File: src/rtl/axi_master_arbiter_if.sv
// Bundle between the two-requester arbiter and its surroundings: requester command/response
// signals, the AXI master command port, and arbiter status.
interface axi_master_arbiter_if;
    // Requester handshake: reqN_valid with its fields stays stable until a one-cycle reqN_ack;
    // reqN_err/reqN_rdata are meaningful in the ack cycle. The master accepts a start pulse
    // only while m_done=1 and raises m_done again when the command has finished.
    logic        req0_valid;
    logic        req0_write;
    logic [31:0] req0_addr;
    logic [31:0] req0_wdata;
    logic        req0_ack;
    logic        req0_err;
    logic [31:0] req0_rdata;

    logic        req1_valid;
    logic        req1_write;
    logic [31:0] req1_addr;
    logic [31:0] req1_wdata;
    logic        req1_ack;
    logic        req1_err;
    logic [31:0] req1_rdata;

    logic [31:0] m_addr;
    logic [31:0] m_write_data;
    logic        m_start_write;
    logic        m_start_read;
    logic        m_done;
    logic [31:0] m_read_data;

    logic [1:0]  grant;
    logic        busy;
    logic        timeout_err;
    logic [2:0]  dbg_state;

    modport master (
        input  req0_valid, req0_write, req0_addr, req0_wdata,
        input  req1_valid, req1_write, req1_addr, req1_wdata,
        input  m_done, m_read_data,
        output req0_ack, req0_err, req0_rdata,
        output req1_ack, req1_err, req1_rdata,
        output m_addr, m_write_data, m_start_write, m_start_read,
        output grant, busy, timeout_err, dbg_state
    );

    modport slave (
        output req0_valid, req0_write, req0_addr, req0_wdata,
        output req1_valid, req1_write, req1_addr, req1_wdata,
        output m_done, m_read_data,
        input  req0_ack, req0_err, req0_rdata,
        input  req1_ack, req1_err, req1_rdata,
        input  m_addr, m_write_data, m_start_write, m_start_read,
        input  grant, busy, timeout_err, dbg_state
    );
endinterface

File: src/rtl/axi_master_arbiter.sv
// Round-robin arbiter sharing one AXI master command port between two requesters,
// with a per-transfer timeout that aborts the command and reports an error.
module axi_master_arbiter #(
    parameter int unsigned TIMEOUT_CYCLES = 1024
) (
    input  logic                 M_AXI_ACLK,
    input  logic                 M_AXI_ARESETN,
    axi_master_arbiter_if.master bus
);
    typedef enum logic [2:0] {
        S_IDLE   = 3'd0,
        S_ISSUE  = 3'd1,
        S_LAUNCH = 3'd2,
        S_WAIT   = 3'd3,
        S_RESP   = 3'd4
    } state_t;

    localparam logic [15:0] CNT_LAST = 16'(TIMEOUT_CYCLES - 1);

    state_t      state_q, state_d;
    logic [1:0]  grant_q, grant_d;
    logic        last_q, last_d;
    logic        cmd_write_q, cmd_write_d;
    logic [31:0] addr_q, addr_d;
    logic [31:0] wdata_q, wdata_d;
    logic        start_w_q, start_w_d;
    logic        start_r_q, start_r_d;
    logic [15:0] cnt_q, cnt_d;
    logic        ack0_q, ack0_d, ack1_q, ack1_d;
    logic        err0_q, err0_d, err1_q, err1_d;
    logic [31:0] rdata0_q, rdata0_d, rdata1_q, rdata1_d;
    logic        busy_q, busy_d;
    logic        terr_q, terr_d;
    logic        pick1;

    always_comb begin
        state_d     = state_q;
        grant_d     = grant_q;
        last_d      = last_q;
        cmd_write_d = cmd_write_q;
        addr_d      = addr_q;
        wdata_d     = wdata_q;
        start_w_d   = 1'b0;
        start_r_d   = 1'b0;
        cnt_d       = cnt_q;
        ack0_d      = 1'b0;
        ack1_d      = 1'b0;
        err0_d      = 1'b0;
        err1_d      = 1'b0;
        rdata0_d    = rdata0_q;
        rdata1_d    = rdata1_q;
        busy_d      = busy_q;
        terr_d      = terr_q;
        // last_q holds the index of the requester served most recently
        pick1       = bus.req1_valid && (!bus.req0_valid || !last_q);

        case (state_q)
            S_IDLE: begin
                if (bus.m_done && (bus.req0_valid || bus.req1_valid)) begin
                    grant_d     = pick1 ? 2'b10 : 2'b01;
                    cmd_write_d = pick1 ? bus.req1_write : bus.req0_write;
                    addr_d      = pick1 ? bus.req1_addr  : bus.req0_addr;
                    wdata_d     = pick1 ? bus.req1_wdata : bus.req0_wdata;
                    start_w_d   = pick1 ? bus.req1_write  : bus.req0_write;
                    start_r_d   = pick1 ? !bus.req1_write : !bus.req0_write;
                    busy_d      = 1'b1;
                    state_d     = S_ISSUE;
                end
            end
            S_ISSUE: begin
                state_d = S_LAUNCH;
            end
            S_LAUNCH: begin
                // m_done may still show the previous idle level here, so it is not sampled
                cnt_d   = '0;
                state_d = S_WAIT;
            end
            S_WAIT: begin
                if (bus.m_done) begin
                    ack0_d  = grant_q[0];
                    ack1_d  = grant_q[1];
                    state_d = S_RESP;
                    if (!cmd_write_q && grant_q[0]) rdata0_d = bus.m_read_data;
                    if (!cmd_write_q && grant_q[1]) rdata1_d = bus.m_read_data;
                end else if (cnt_q == CNT_LAST) begin
                    ack0_d  = grant_q[0];
                    ack1_d  = grant_q[1];
                    err0_d  = grant_q[0];
                    err1_d  = grant_q[1];
                    terr_d  = 1'b1;
                    state_d = S_RESP;
                end else begin
                    cnt_d = cnt_q + 16'd1;
                end
            end
            S_RESP: begin
                last_d  = grant_q[1];
                grant_d = 2'b00;
                busy_d  = 1'b0;
                state_d = S_IDLE;
            end
            default: begin
                grant_d = 2'b00;
                busy_d  = 1'b0;
                state_d = S_IDLE;
            end
        endcase
    end

    always_ff @(posedge M_AXI_ACLK or negedge M_AXI_ARESETN) begin
        if (!M_AXI_ARESETN) begin
            state_q     <= S_IDLE;
            grant_q     <= 2'b00;
            last_q      <= 1'b1;
            cmd_write_q <= 1'b0;
            addr_q      <= '0;
            wdata_q     <= '0;
            start_w_q   <= 1'b0;
            start_r_q   <= 1'b0;
            cnt_q       <= '0;
            ack0_q      <= 1'b0;
            ack1_q      <= 1'b0;
            err0_q      <= 1'b0;
            err1_q      <= 1'b0;
            rdata0_q    <= '0;
            rdata1_q    <= '0;
            busy_q      <= 1'b0;
            terr_q      <= 1'b0;
        end else begin
            state_q     <= state_d;
            grant_q     <= grant_d;
            last_q      <= last_d;
            cmd_write_q <= cmd_write_d;
            addr_q      <= addr_d;
            wdata_q     <= wdata_d;
            start_w_q   <= start_w_d;
            start_r_q   <= start_r_d;
            cnt_q       <= cnt_d;
            ack0_q      <= ack0_d;
            ack1_q      <= ack1_d;
            err0_q      <= err0_d;
            err1_q      <= err1_d;
            rdata0_q    <= rdata0_d;
            rdata1_q    <= rdata1_d;
            busy_q      <= busy_d;
            terr_q      <= terr_d;
        end
    end

    assign bus.req0_ack      = ack0_q;
    assign bus.req0_err      = err0_q;
    assign bus.req0_rdata    = rdata0_q;
    assign bus.req1_ack      = ack1_q;
    assign bus.req1_err      = err1_q;
    assign bus.req1_rdata    = rdata1_q;
    assign bus.m_addr        = addr_q;
    assign bus.m_write_data  = wdata_q;
    assign bus.m_start_write = start_w_q;
    assign bus.m_start_read  = start_r_q;
    assign bus.grant         = grant_q;
    assign bus.busy          = busy_q;
    assign bus.timeout_err   = terr_q;
    assign bus.dbg_state     = state_q;
endmodule

File: src/flat_wrapper.sv
// flat-port wrapper written by rule: the top's interface ports become plain ports
module axi_master_arbiter_flat 
#(
    parameter int unsigned TIMEOUT_CYCLES = 1024
)
  (M_AXI_ACLK, M_AXI_ARESETN, bus_req0_valid, bus_req0_write, bus_req0_addr, bus_req0_wdata, bus_req1_valid, bus_req1_write, bus_req1_addr, bus_req1_wdata, bus_m_done, bus_m_read_data, bus_req0_ack, bus_req0_err, bus_req0_rdata, bus_req1_ack, bus_req1_err, bus_req1_rdata, bus_m_addr, bus_m_write_data, bus_m_start_write, bus_m_start_read, bus_grant, bus_busy, bus_timeout_err, bus_dbg_state);
  axi_master_arbiter_if bus_i ();
  input  logic M_AXI_ACLK;
  input  logic M_AXI_ARESETN;
  input wire logic [$bits(bus_i.req0_valid)-1:0] bus_req0_valid;
  input wire logic [$bits(bus_i.req0_write)-1:0] bus_req0_write;
  input wire logic [$bits(bus_i.req0_addr)-1:0] bus_req0_addr;
  input wire logic [$bits(bus_i.req0_wdata)-1:0] bus_req0_wdata;
  input wire logic [$bits(bus_i.req1_valid)-1:0] bus_req1_valid;
  input wire logic [$bits(bus_i.req1_write)-1:0] bus_req1_write;
  input wire logic [$bits(bus_i.req1_addr)-1:0] bus_req1_addr;
  input wire logic [$bits(bus_i.req1_wdata)-1:0] bus_req1_wdata;
  input wire logic [$bits(bus_i.m_done)-1:0] bus_m_done;
  input wire logic [$bits(bus_i.m_read_data)-1:0] bus_m_read_data;
  output wire logic [$bits(bus_i.req0_ack)-1:0] bus_req0_ack;
  output wire logic [$bits(bus_i.req0_err)-1:0] bus_req0_err;
  output wire logic [$bits(bus_i.req0_rdata)-1:0] bus_req0_rdata;
  output wire logic [$bits(bus_i.req1_ack)-1:0] bus_req1_ack;
  output wire logic [$bits(bus_i.req1_err)-1:0] bus_req1_err;
  output wire logic [$bits(bus_i.req1_rdata)-1:0] bus_req1_rdata;
  output wire logic [$bits(bus_i.m_addr)-1:0] bus_m_addr;
  output wire logic [$bits(bus_i.m_write_data)-1:0] bus_m_write_data;
  output wire logic [$bits(bus_i.m_start_write)-1:0] bus_m_start_write;
  output wire logic [$bits(bus_i.m_start_read)-1:0] bus_m_start_read;
  output wire logic [$bits(bus_i.grant)-1:0] bus_grant;
  output wire logic [$bits(bus_i.busy)-1:0] bus_busy;
  output wire logic [$bits(bus_i.timeout_err)-1:0] bus_timeout_err;
  output wire logic [$bits(bus_i.dbg_state)-1:0] bus_dbg_state;
  assign bus_i.req0_valid = bus_req0_valid;
  assign bus_i.req0_write = bus_req0_write;
  assign bus_i.req0_addr = bus_req0_addr;
  assign bus_i.req0_wdata = bus_req0_wdata;
  assign bus_i.req1_valid = bus_req1_valid;
  assign bus_i.req1_write = bus_req1_write;
  assign bus_i.req1_addr = bus_req1_addr;
  assign bus_i.req1_wdata = bus_req1_wdata;
  assign bus_i.m_done = bus_m_done;
  assign bus_i.m_read_data = bus_m_read_data;
  assign bus_req0_ack = bus_i.req0_ack;
  assign bus_req0_err = bus_i.req0_err;
  assign bus_req0_rdata = bus_i.req0_rdata;
  assign bus_req1_ack = bus_i.req1_ack;
  assign bus_req1_err = bus_i.req1_err;
  assign bus_req1_rdata = bus_i.req1_rdata;
  assign bus_m_addr = bus_i.m_addr;
  assign bus_m_write_data = bus_i.m_write_data;
  assign bus_m_start_write = bus_i.m_start_write;
  assign bus_m_start_read = bus_i.m_start_read;
  assign bus_grant = bus_i.grant;
  assign bus_busy = bus_i.busy;
  assign bus_timeout_err = bus_i.timeout_err;
  assign bus_dbg_state = bus_i.dbg_state;
  axi_master_arbiter #(.TIMEOUT_CYCLES(TIMEOUT_CYCLES)) u_core (.M_AXI_ACLK(M_AXI_ACLK), .M_AXI_ARESETN(M_AXI_ARESETN), .bus(bus_i));
endmodule
File: config.mk
export PLATFORM = sky130hd
export DESIGN_NAME = axi_master_arbiter_flat
export DESIGN_NICKNAME = d
export VERILOG_FILES = /design/src/rtl/axi_master_arbiter_if.sv /design/src/rtl/axi_master_arbiter.sv /design/src/flat_wrapper.sv
export SDC_FILE = /design/constraint.sdc
export NUM_CORES = 1
export LEC_CHECK = 0
export ABC_AREA = 0
export ABC_CLOCK_PERIOD_IN_PS = 2250
export CAP_MARGIN = 20
export CORE_MARGIN = 1.5
export CORE_UTILIZATION = 42
export DETAILED_ROUTE_END_ITERATION = 12
export GPL_TIMING_DRIVEN = 0
export PLACE_DENSITY_LB_ADDON = 0.1
export REMOVE_ABC_BUFFERS = 1
export SYNTH_ARGS = -nofsm -noshare
export SYNTH_HDL_FRONTEND = slang
export SYNTH_SLANG_ARGS = --single-unit
File: constraint.sdc
create_clock -name M_AXI_ACLK -period 2.25 [get_ports M_AXI_ACLK]
set_input_delay 0.675 -clock M_AXI_ACLK [delete_from_list [all_inputs] [get_ports M_AXI_ACLK]]
set_output_delay 0.675 -clock M_AXI_ACLK [all_outputs]
set_load 0.01 [all_outputs]
# Word level (Yosys, flattened, before mapping)
# Cells that the tools add are included.
# word_totals
register_bits,159
inputBits,167
out_inout_bits,141
# classes
n_addsub,1
eq_ne,9
n_mux,30
bitwise_logic,2
n_reduce_logical,21
# op_table
operator,n
32-bit two-way mux,2
16-bit two-way mux,2
16-bit one-hot mux with 2 select lines,1
1-bit two-way mux,17
"16-bit by 1-bit adder with 16-bit output, second input constant",1
"16-bit by 10-bit equality test with 1-bit output, second input constant",1
3-bit one-hot mux with 4 select lines,1
3-bit AND reduction,4
3-bit two-way mux,3
"3-bit by 2-bit equality test with 1-bit output, second input constant",2
2-bit AND reduction,3
1-bit zero test,5
1-bit logical AND,4
2-bit two-way mux,2
"2-bit inequality test, second input constant",2
2-bit one-hot mux with 2 select lines,1
"3-bit by 1-bit equality test with 1-bit output, second input constant",1
"3-bit equality test, second input constant",1
3-bit zero test,1
"3-bit by 2-bit inequality test with 1-bit output, second input constant",1
3-bit OR reduction,1
1-bit logical OR,2
"2-bit by 1-bit inequality test with 1-bit output, second input constant",1
1-bit inverter,2
other kinds (2),2

# Depth between registers and ports, before layout
# logic_depth
depth_word,6
mapped_depth,8

# Worst setup path before layout
# No wires, ideal clock.
# synth_path
path_type,flip-flop to flip-flop
start,register u_core.cnt_q[0]
end,register u_core.cnt_q[4]
arrival_time_ps,1719
t_required_ps,2124
slack_ps,405
stages_incl_launch_ff,7
n_path_buf,0
path_cell_list,dfrtp_1 -> ha_1 -> nor4bb_1 -> and4_1 -> or2_1 -> o211a_1 -> a221o_1
# synth_via
elab_chain_cells,4
# synth_rtl
element,line_no,rtl
"start, declared",axi_master_arbiter.sv:28,"logic [15:0] cnt_q, cnt_d;"
"start signal, assigned",axi_master_arbiter.sv:138,cnt_q <= cnt_d;
16-bit by 1-bit adder with 16-bit output,axi_master_arbiter.sv:93,cnt_d = cnt_q + 16'd1;
16-bit two-way mux,axi_master_arbiter.sv:85,end else if (cnt_q == CNT_LAST) begin
16-bit two-way mux,axi_master_arbiter.sv:79,if (bus.m_done) begin
16-bit one-hot mux with 2 select lines,axi_master_arbiter.sv:57,case (state_q)
# Parallel ways exist; a longest one is shown, timed or not. The select of a mux whose other input is x is not followed.
# A chain may end at the register's enable or synchronous reset.

# Worst setup path in the final report
# layout_path
start,register u_core.state_q[2] (netlist: u_core.bus.dbg_state[2])
end,output port bus_dbg_state[2]
# layout_lines
element,line_no,rtl
"start, declared",axi_master_arbiter.sv:20,"state_t state_q, state_d;"
"start signal, assigned",axi_master_arbiter.sv:130,state_q <= state_d;
"end, declared",flat_wrapper.sv:33,output wire logic [$bits(bus_i.dbg_state)-1:0] bus_dbg_state;
# No word-level cell between the ends.

==> flow_summary.ini <==
[critical_path]
critPathKind = reg2out
crit_buf_inv = 1
worst-path-max-fanout = 12
worstPathCellList = clkdlybuf4s50_1
arrival_ps = 1520
timing.critical_path.to_type = output port
cpPeakStageDelay_ps = 590
worst_ep_required_time_ps = 1570
worst_setup_path_start_kind = flip-flop
highest_delay_cell_along_the_critical_path = clkdlybuf4s50_1
timing.critical_path.max_delay_family = buffers and inverters

[run]
drv_cap = 0

[timing]
finalSetupViolations = 0
grt_setup_unrepaired = false
hold_violations = 0
slew_viol_final = 0
clock.fmax_ghz = 0.4554
slew_headroom = 0.5164
worst_hold_slack_ps = 247.6
tightestPinTransition_ps = 717.8
timing.clock.skew_ps = 7.272
post-route-period-util = 0.9760
final_period_minus_worst_setup_slack_ps = 2196

[clock_tree]
cts_buffers = 17
cts.clk_slew.worst_paths_ps = 60
htreeDepth = 4
cts.sink_count = 159
worstSkewPairLatency_ps = 420
cts.path.max_buffers = 2
cts_tree = done
library_cell_used_as_clock_root_buffer = clkbuf_16

[global_route]
grt_start_max_net_pins = 91
track_usage = 0.2470
grt_overflow = 0
grt_antenna_before_repair = 2
grt_pass1_wl_um = 33290
grt_pass1_vias = 5882

[detailed_routing]
ant_nets = 0
route.final.wire_length_um = 21250
drcViolationCount = 0
first_iter_violations = 363
wl_per_cell_um = 19.12
vias_per_cell = 5.134
vias = 5704
length_of_the_first_detailed_routing_pass_in_iterations = 4

[placed_design]
gp_congestion = 0.8346
port-buffer-count = 307
hpwlAfterDp_um = 15700

[layout]
final_core_util = 0.6805
areaGrowthSynthToFinish_pct = 57.16
layout.cells.most_common = clkdlybuf4s50_1
share_of_final_layout_standard_cells_stronger_than_drive_strength_1 = 0.1321
final_nets = 1048
layout.cells.most_common_list = clkdlybuf4s50_1, dfrtp_1, nor2_1

[power_and_ir_drop]
worst_ir_drop_vdd_mv = 0.6314
power.combinational.fraction = 0.427
p_clk_frac = 0.211
power.density_mw_per_mm2 = 1192
leakagePower_nw = 4.779
switching_power_mw = 4.194
sequentialPowerShare = 0.362
net_switching_share_of_the_total_power = 0.3232
cellInternalPower_mw = 8.784

[logic_synthesis]
postSynthRegisterBits = 159
syn_area_per_cell_sq_um = 12.01
synth_largest_type_area_fraction = 0.5707
synth_area_leader_cell = dfrtp_1
ys_top_cells_by_area = dfrtp_1, mux2_2, mux2i_1
synth_flop_cell = dfrtp_1
syn-cell-area_sq_mm = 0.006928
synthCells = 577
synth_async_sr_flop_share = 1.000
synth.yosys.seq_area_share = 0.5745
edff_count_synth = 0
yosysWarnings = 0
ys_types = 52

[floorplanning]
die_span_in_x_um = 131.4
floorplan.initialDensity = 0.4330
fp.dieArea_sq_mm = 0.01727
die_h_um = 131.4
fp.coreArea_sq_mm = 0.01600
number_of_core_rows = 46
io_pins = 308

[outcome]
run_status = completed

[hold_path]
min_path_type = in2async
==> cells by family (layout without fill, tap and decap cells) <==
logic type      Yosys count  after routing  synth area share
mux                     131            131            0.2017
compound gates          109            109           0.09103
buf+inv                  40            356           0.03467
fa+ha+maj                 1              1          0.001806
flops                   159            159            0.5745
simple gates            137            137           0.09626
other cells               0              2                 0
==> metal layers <==
| layer | wire [um] | GRT usage |
|---|---|---|
| met4 | 428 | 0.08642 |
| met5 | 0 | 0 |
| met1 | 8393 | 0.2897 |
| met2 | 11360 | 0.4450 |
| met3 | 1060 | 0.05363 |
==> metrics by stage <==
step	area (sq um)	instances	worst slack [ps]	power, mW	TNS (ps)
2_1_floorplan	6706	542	-3754	6.928	-246490
3_3_place_gp	10050	1065	-6211	10.08	-1362750
3_5_place_dp	10220	1072	-820.7	10.24	-85490
4_1_cts	10840	1108	42.64	13.05	0
5_1_grt	10890	1111	16.74	13.65	0
6_report	10890	1111	54.10	12.98	0
==> cell type report <==
cell class | count | area, sq um
sequential | 159 | 3983
timing repair buffer | 319 | 3298
inverter | 5 | 18.77
tap | 216 | 270.3
multi-input combinational | 378 | 2750
antenna | 2 | 5.005
fill | 1228 | 5112
clock inverter | 9 | 85.08
clock buffer | 23 | 478.0
==> flip-flops by register name, summed over array words and instances (netlist names), 2 cells and up <==
| name | flops |
|---|---|
| u_core.cnt_q | 16 |
| u_core.bus.dbg_state | 3 |
| u_core.bus.grant | 2 |
| u_core.bus.req0_rdata | 32 |
| u_core.bus.m_write_data | 32 |
| u_core.bus.req1_rdata | 32 |
| u_core.bus.m_addr | 32 |
==> Yosys cell counts (all sizes together), types with 5 or more instances <==
library cell,instances
buf,31
and3,5
o21ai,9
mux2,66
a21oi,72
dfrtp,158
nand2,17
inv,5
nand3,7
a31oi,7
nor2,81
mux2i,65
==> power by group through the flow <==
stage | logic [mW] | registers (mW) | clock network, mW
6_report | 5.54 | 4.70 | 2.74
5_1_grt | 5.90 | 4.84 | 2.91
4_1_cts | 5.57 | 4.70 | 2.79
3_5_place_dp | 5.49 | 4.75 | 0
3_3_place_gp | 5.39 | 4.69 | 0
2_1_floorplan | 1.71 | 5.22 | 0
==> final timing paths <==
path	from	end	slack (ps)	cells past startpoint
setup / recovery	u_core.bus.dbg_state[2]$_DFFE_PN0P_	bus_dbg_state[2]	50	1
hold / removal	M_AXI_ARESETN	u_core.bus.m_addr[17]$_DFFE_PN0P_	250	1
setup reg to reg	u_core.bus.dbg_state[2]$_DFFE_PN0P_	u_core.cnt_q[11]$_DFFE_PN0P_	100	4
hold reg to reg	u_core.bus.timeout_err$_DFFE_PN0P_	u_core.bus.timeout_err$_DFFE_PN0P_	470	1
max in group asynchronous	M_AXI_ARESETN	u_core.bus.dbg_state[0]$_DFFE_PN0P_	1100	2
min in group M_AXI_ACLK	u_core.bus.timeout_err$_DFFE_PN0P_	u_core.bus.timeout_err$_DFFE_PN0P_	470	1
==> repair_timing <==
action | 4_1_cts | 5_1_grt
buffers inserted | 4 | 0
endpoints found under the setup margin | 128 | 29
gates cloned | 0 | 1
pin swaps | 1 | 0
hold buffers | 0 | 0
gates resized for setup | 8 | 4
(Power assumes the default switching activity.)
